`src/rtl/rx_pkg.sv`:
```
// Shared types and constants for the USB RX byte assembler.
//   rx_asm_state_t     : assembler FSM state (HUNT for SYNC, RECEIVE packet bytes)
//   SYNC_BYTE          : SYNC as it appears after LSB-first packing
//   USB_MAX_PKT_BYTES  : bytes allowed after SYNC (PID + 64 data + CRC16)
package rx_pkg;

    typedef enum logic [1:0] {
        HUNT,
        RECEIVE
    } rx_asm_state_t;

    localparam logic [7:0]  SYNC_BYTE         = 8'h80;
    localparam int unsigned USB_MAX_PKT_BYTES = 67;

endpackage

```
`src/rtl/rx_shift_reg8.sv`:
```
// Serial-in right-shift register, 8 bits, with enable and synchronous clear.
// New bits enter at bit 7, so the first bit shifted in ends up in bit 0.
//   clk     : system clock
//   rst     : synchronous active-high reset (clears contents)
//   clear   : synchronous clear, wins over enable
//   enable  : shift din in this cycle
//   din     : serial input bit
//   shifted : parallel out, contents with din already shifted in
//             (the value the register takes when enable is high)
module rx_shift_reg8 (
    input  logic       clk,
    input  logic       rst,
    input  logic       clear,
    input  logic       enable,
    input  logic       din,
    output logic [7:0] shifted
);

    logic [7:0] sreg_q;

    assign shifted = {din, sreg_q[7:1]};

    always_ff @(posedge clk) begin
        if (rst || clear) begin
            sreg_q <= 8'h00;
        end else if (enable) begin
            sreg_q <= shifted;
        end
    end

endmodule

```
`src/rtl/rx_byte_assembler.sv`:
```
// USB RX byte assembler, downstream of the bit stuff detector.
// Hunts for SYNC in a sliding window, then packs non-stuffed bits LSB-first into
// bytes and reports packet completion or framing errors on EOP.
//   clk           : system clock
//   rst           : synchronous active-high reset
//   bit_strobe    : decoded_bit / ignore_bit valid this cycle
//   decoded_bit   : NRZI-decoded bus bit
//   ignore_bit    : stuffed bit, discarded
//   eop           : end-of-packet pulse
//   rx_byte       : last completed byte, held until the next one
//   byte_valid    : pulse, rx_byte updated
//   sync_found    : pulse, SYNC matched
//   packet_active : high while receiving a packet
//   packet_done   : pulse, byte-aligned EOP without error
//   rx_error      : pulse, misaligned/empty EOP or overflow
//   byte_count    : bytes completed in the current packet
// MAX_BYTES must be <= 126 so MAX_BYTES+1 fits in byte_count.
module rx_byte_assembler
    import rx_pkg::*;
#(
    parameter logic [7:0]  SYNC_PATTERN = SYNC_BYTE,
    parameter int unsigned MAX_BYTES    = USB_MAX_PKT_BYTES
) (
    input  logic       clk,
    input  logic       rst,
    input  logic       bit_strobe,
    input  logic       decoded_bit,
    input  logic       ignore_bit,
    input  logic       eop,
    output logic [7:0] rx_byte,
    output logic       byte_valid,
    output logic       sync_found,
    output logic       packet_active,
    output logic       packet_done,
    output logic       rx_error,
    output logic [6:0] byte_count
);

    localparam logic [6:0] MaxCount = 7'(MAX_BYTES);

    rx_asm_state_t state_q, state_d;
    logic [2:0]    bit_cnt_q, bit_cnt_d;
    logic [6:0]    byte_count_q, byte_count_d;
    logic [7:0]    rx_byte_q, rx_byte_d;
    logic          byte_valid_q, byte_valid_d;
    logic          sync_found_q, sync_found_d;
    logic          done_q, done_d;
    logic          error_q, error_d;

    logic       accepted;
    logic       shift_en;
    logic       win_clear;
    logic [7:0] shifted;

    assign accepted = bit_strobe & ~ignore_bit;
    // EOP beats a coincident strobe while receiving: that bit is discarded.
    assign shift_en = accepted & ~((state_q == RECEIVE) & eop);
    // Start each hunt with an empty window so packet data cannot fake a SYNC.
    assign win_clear = (state_q == RECEIVE) && (state_d == HUNT);

    // One register serves as the SYNC window in HUNT and the byte packer in RECEIVE.
    rx_shift_reg8 u_shift (
        .clk     (clk),
        .rst     (rst),
        .clear   (win_clear),
        .enable  (shift_en),
        .din     (decoded_bit),
        .shifted (shifted)
    );

    always_comb begin
        state_d      = state_q;
        bit_cnt_d    = bit_cnt_q;
        byte_count_d = byte_count_q;
        rx_byte_d    = rx_byte_q;
        byte_valid_d = 1'b0;
        sync_found_d = 1'b0;
        done_d       = 1'b0;
        error_d      = 1'b0;
        unique case (state_q)
            HUNT: begin
                if (accepted && (shifted == SYNC_PATTERN)) begin
                    state_d      = RECEIVE;
                    sync_found_d = 1'b1;
                    bit_cnt_d    = 3'd0;
                    byte_count_d = 7'd0;
                end
            end
            RECEIVE: begin
                if (eop) begin
                    state_d = HUNT;
                    if ((bit_cnt_q == 3'd0) && (byte_count_q != 7'd0)) begin
                        done_d = 1'b1;
                    end else begin
                        error_d = 1'b1;
                    end
                end else if (accepted) begin
                    bit_cnt_d = bit_cnt_q + 3'd1;
                    if (bit_cnt_q == 3'd7) begin
                        byte_count_d = byte_count_q + 7'd1;
                        if (byte_count_q == MaxCount) begin
                            // Overflowing byte is dropped, not forwarded downstream.
                            error_d = 1'b1;
                            state_d = HUNT;
                        end else begin
                            rx_byte_d    = shifted;
                            byte_valid_d = 1'b1;
                        end
                    end
                end
            end
            default: state_d = HUNT;
        endcase
    end

    always_ff @(posedge clk) begin
        if (rst) begin
            state_q      <= HUNT;
            bit_cnt_q    <= 3'd0;
            byte_count_q <= 7'd0;
            rx_byte_q    <= 8'h00;
            byte_valid_q <= 1'b0;
            sync_found_q <= 1'b0;
            done_q       <= 1'b0;
            error_q      <= 1'b0;
        end else begin
            state_q      <= state_d;
            bit_cnt_q    <= bit_cnt_d;
            byte_count_q <= byte_count_d;
            rx_byte_q    <= rx_byte_d;
            byte_valid_q <= byte_valid_d;
            sync_found_q <= sync_found_d;
            done_q       <= done_d;
            error_q      <= error_d;
        end
    end

    assign rx_byte       = rx_byte_q;
    assign byte_valid    = byte_valid_q;
    assign sync_found    = sync_found_q;
    assign packet_active = (state_q == RECEIVE);
    assign packet_done   = done_q;
    assign rx_error      = error_q;
    assign byte_count    = byte_count_q;

endmodule
```
`config.mk`:
```
export PLATFORM = sky130hd
export DESIGN_NAME = rx_byte_assembler
export DESIGN_NICKNAME = d
export VERILOG_FILES = /design/src/rtl/rx_pkg.sv /design/src/rtl/rx_shift_reg8.sv /design/src/rtl/rx_byte_assembler.sv
export SDC_FILE = /design/constraint.sdc
export NUM_CORES = 1
export LEC_CHECK = 0
export CAP_MARGIN = 20
export CORE_UTILIZATION = 55
export CTS_CLUSTER_SIZE = 40
export DETAILED_ROUTE_END_ITERATION = 8
export DONT_BUFFER_PORTS = 1
export PLACE_DENSITY_LB_ADDON = 0.12
export SLEW_MARGIN = 20
export SYNTH_ARGS = -nofsm -noshare
export SYNTH_HDL_FRONTEND = slang
export SYNTH_SLANG_ARGS = --single-unit
```
`constraint.sdc`:
```
create_clock -name clk -period 1.7 [get_ports clk]
set_clock_uncertainty 0.15 [all_clocks]
set_input_delay 0 -clock clk [delete_from_list [all_inputs] [get_ports clk]]
set_output_delay 0 -clock clk [all_outputs]
set_load 0.1 [all_outputs]
```
==> flow_summary.ini <==
[outcome]
outcome = finished with violations
violations = hold timing, setup timing

[synthesis]
yosysMostFrequentCell = dfxtp_1
ys_top_cells_by_area = dfxtp_1 43%, nor2_1 6.3%, mux2i_1 5.6%
async_flop_share_pct = 0
ys_seq_elements = 31
seq_area_frac_synth_pct = 43.1
synthFlopType = dfxtp_1
syn_area_um2 = 1440
synth_area_leader_cell = dfxtp_1
synth_top_cell_area_share_pct = 43.1
synth_cell_types = 40
synth_cells = 154
synth-edff-count = 0
synth_common_cells = 31 x dfxtp_1, 24 x nor2_1, 8 x inv_1, 8 x mux2i_1, 8 x nand2_1
yosysWarnings = 0
synth_nets = 165
syn_area_per_cell_um2 = 9.36

[worst_hold_path]
hp-class = in2reg

[global_routing]
grt_start_max_net_pins = 26
antenna_found_initial = 0
track_usage_pct = 28.6
grt_pass1_vias = 1267
grt_pass1_wl_um = 5640
overflow = 0

[clock_tree]
cts_made_buffers = 5
clockBufferDepth = 2
clk_latency_ns = 0.34
cts_sinks = 31
htree_num_levels = 2
path_clk_slew_ns = 0.10
cts_tree = done
cts_root_buffer = clkbuf_4
cts_hold_buffers = 2

[sta]
fin_crit_ns = 1.86
hold_violations = 29
whs_ns = -0.435
final.period_utilization_pct = 109
worst_slack_ns = -0.159
slew_viol_final = 0
setup_viol = 18
fmax_ghz = 0.538
rsz0062_at_grt = yes

[place]
globalplace.congestion = 0.825
dp.cells = 214
io_buffers = 0
place_hpwl_um = 2490

[cells_and_area]
fin_util_pct = 83.6
diodes = 0
num-fill-cells = 144
fin_cells = 229
areaGrowthSynthToFinish_pct = 43.7
layout.nets = 209
drive_gt1_share_pct = 43.2

[worst_setup_path]
cp_data_arrival_time_ns = 1.94
cp.required_ns = 1.78
endpoint_kind = flip-flop
critPathMaxFanout = 9
startpoint_type = flip-flop
critPathKind = reg2reg

[routing]
wl_um = 3700
drt_iter0_markers = 45
vias = 1361
route.detailed.drc = 0
viasPerCell = 5.94
routedWlPerCell_um = 16.1
first_pass_iters = 4
drtAntennaViolNets = 0

[floorplan]
die_area_um2 = 2830
ios = 26
die_width_um = 53.2
core_area_um2 = 2480
rows = 18
start_util_pct = 58.2
chipHeight_um = 53.2

[pwr]
p_leak_uw = 0.000905
ir_drop_uv = 764
pwr_density_cell_nw_per_um2 = 692

[job]
maxCapViolations = 0
## cell usage in the layout, fill, tap and decap left out, drive strengths merged, types with 2 or more instances in the layout
| master | synthesis | routed |
|---|---|---|
| nor4 | 8 | 8 |
| ha | 5 | 5 |
| a21oi | 7 | 7 |
| dlygate4sd3 | 0 | 2 |
| o31ai | 3 | 3 |
| mux2i | 8 | 8 |
| nor3b | 2 | 2 |
| nand2 | 8 | 8 |
| clkbuf | 4 | 6 |
| nor2 | 24 | 24 |
| nand4 | 6 | 6 |
| buf | 4 | 42 |
| o2111ai | 6 | 6 |
| nand3 | 5 | 5 |
| nor4b | 2 | 2 |
| nand2b | 2 | 2 |
| inv | 9 | 9 |
| dfxtp | 31 | 31 |
| clkinv | 0 | 2 |
| nor3 | 4 | 4 |
| a2111o | 5 | 5 |
## layer usage
| metal | share of wire, % | GRT usage, % | up-vias |
|---|---|---|---|
| li1 | - | - | 659 |
| met1 | 41 | 31.2 | 652 |
| met2 | 50 | 47.5 | 38 |
| met3 | 5.2 | 10.1 | 12 |
| met4 | 3.8 | 16.7 | 0 |
| met5 | 0 | 0 | - |
## logic make-up after synthesis
| group | after synthesis | share of synthesized area (%) |
|---|---|---|
| AO/OA/AOI/OAI | 26 | 15.5 |
| adder cells (fa/ha/maj) | 5 | 4.34 |
| buffers and inverters | 17 | 5.29 |
| flip-flops | 31 | 43.1 |
| multiplexers | 8 | 5.56 |
| other | 1 | 0.260 |
| AND/OR/NAND/NOR | 66 | 26.0 |
## per-stage QoR
step / TNS, ns / power [µW] / area, µm² / setup WS [ns] / hold slack, ns
CTS: -1.57 / 1430 / 1930 / -0.156 / -0.448
detailed placement: -1.04 / 862 / 1810 / -0.103 / -0.0806
global route: -2.40 / 1500 / 2070 / -0.191 / -0.460
finish: -1.49 / 1430 / 2070 / -0.159 / -0.435
global placement: -0.564 / 858 / 1810 / -0.0578 / -0.0861
floorplan: -2.28 / 828 / 1510 / -0.177 / -0.00606
## worst max-delay path, stage by stage, from the launching register on
cell and delay, ns:
dfxtp_4 0.36, or4_4 0.57, o2111ai_4 0.22, buf_12 0.16
mux2i_1 0.20, nor2_1 0.07
## layout make-up
class,count,area [µm²],share of cell area (%)
Timing Repair Buffer,45,397,19.2
Clock buffer,5,37.5,1.81
Tap cell,30,37.5,1.81
Inverter,9,41.3,1.99
Sequential cell,31,653,31.5
Multi-Input combinational cell,106,866,41.8
Clock inverter,3,38.8,1.87
## what timing repair did
action	in CTS	in global routing
endpoints found under the hold margin	30	29
gates cloned	0	1
endpoints found under the setup margin	22	27
pin swaps	0	5
gates resized for setup	3	19
setup buffers	0	4
## worst paths after layout
kind	start	to	slack (ns)	cells after the start
max	byte_count[4]$_SDFFE_PP0P_	rx_byte[6]$_SDFFE_PP0P_	-0.16	5
min	rst	rx_byte[0]$_SDFFE_PP0P_	-0.44	1
max reg2reg	byte_count[4]$_SDFFE_PP0P_	rx_byte[6]$_SDFFE_PP0P_	-0.16	5
min reg2reg	bit_cnt_q[1]$_SDFFE_PP0P_	bit_cnt_q[1]$_SDFFE_PP0P_	0.36	2
## where the power goes
part	internal [µW]	switching, µW
Combinational	63.7	67.7
Sequential	728	14.1
Clock	302	256
## flip-flops by register name (all words and copies together) (netlist names)
name,flops
byte_valid,1
packet_done,1
rx_byte,8
rx_error,1
bit_cnt_q,3
state_q,2
u_shift.sreg_q,7
sync_found,1
byte_count,7
Note: power is estimated with default switching activity, not from simulation.
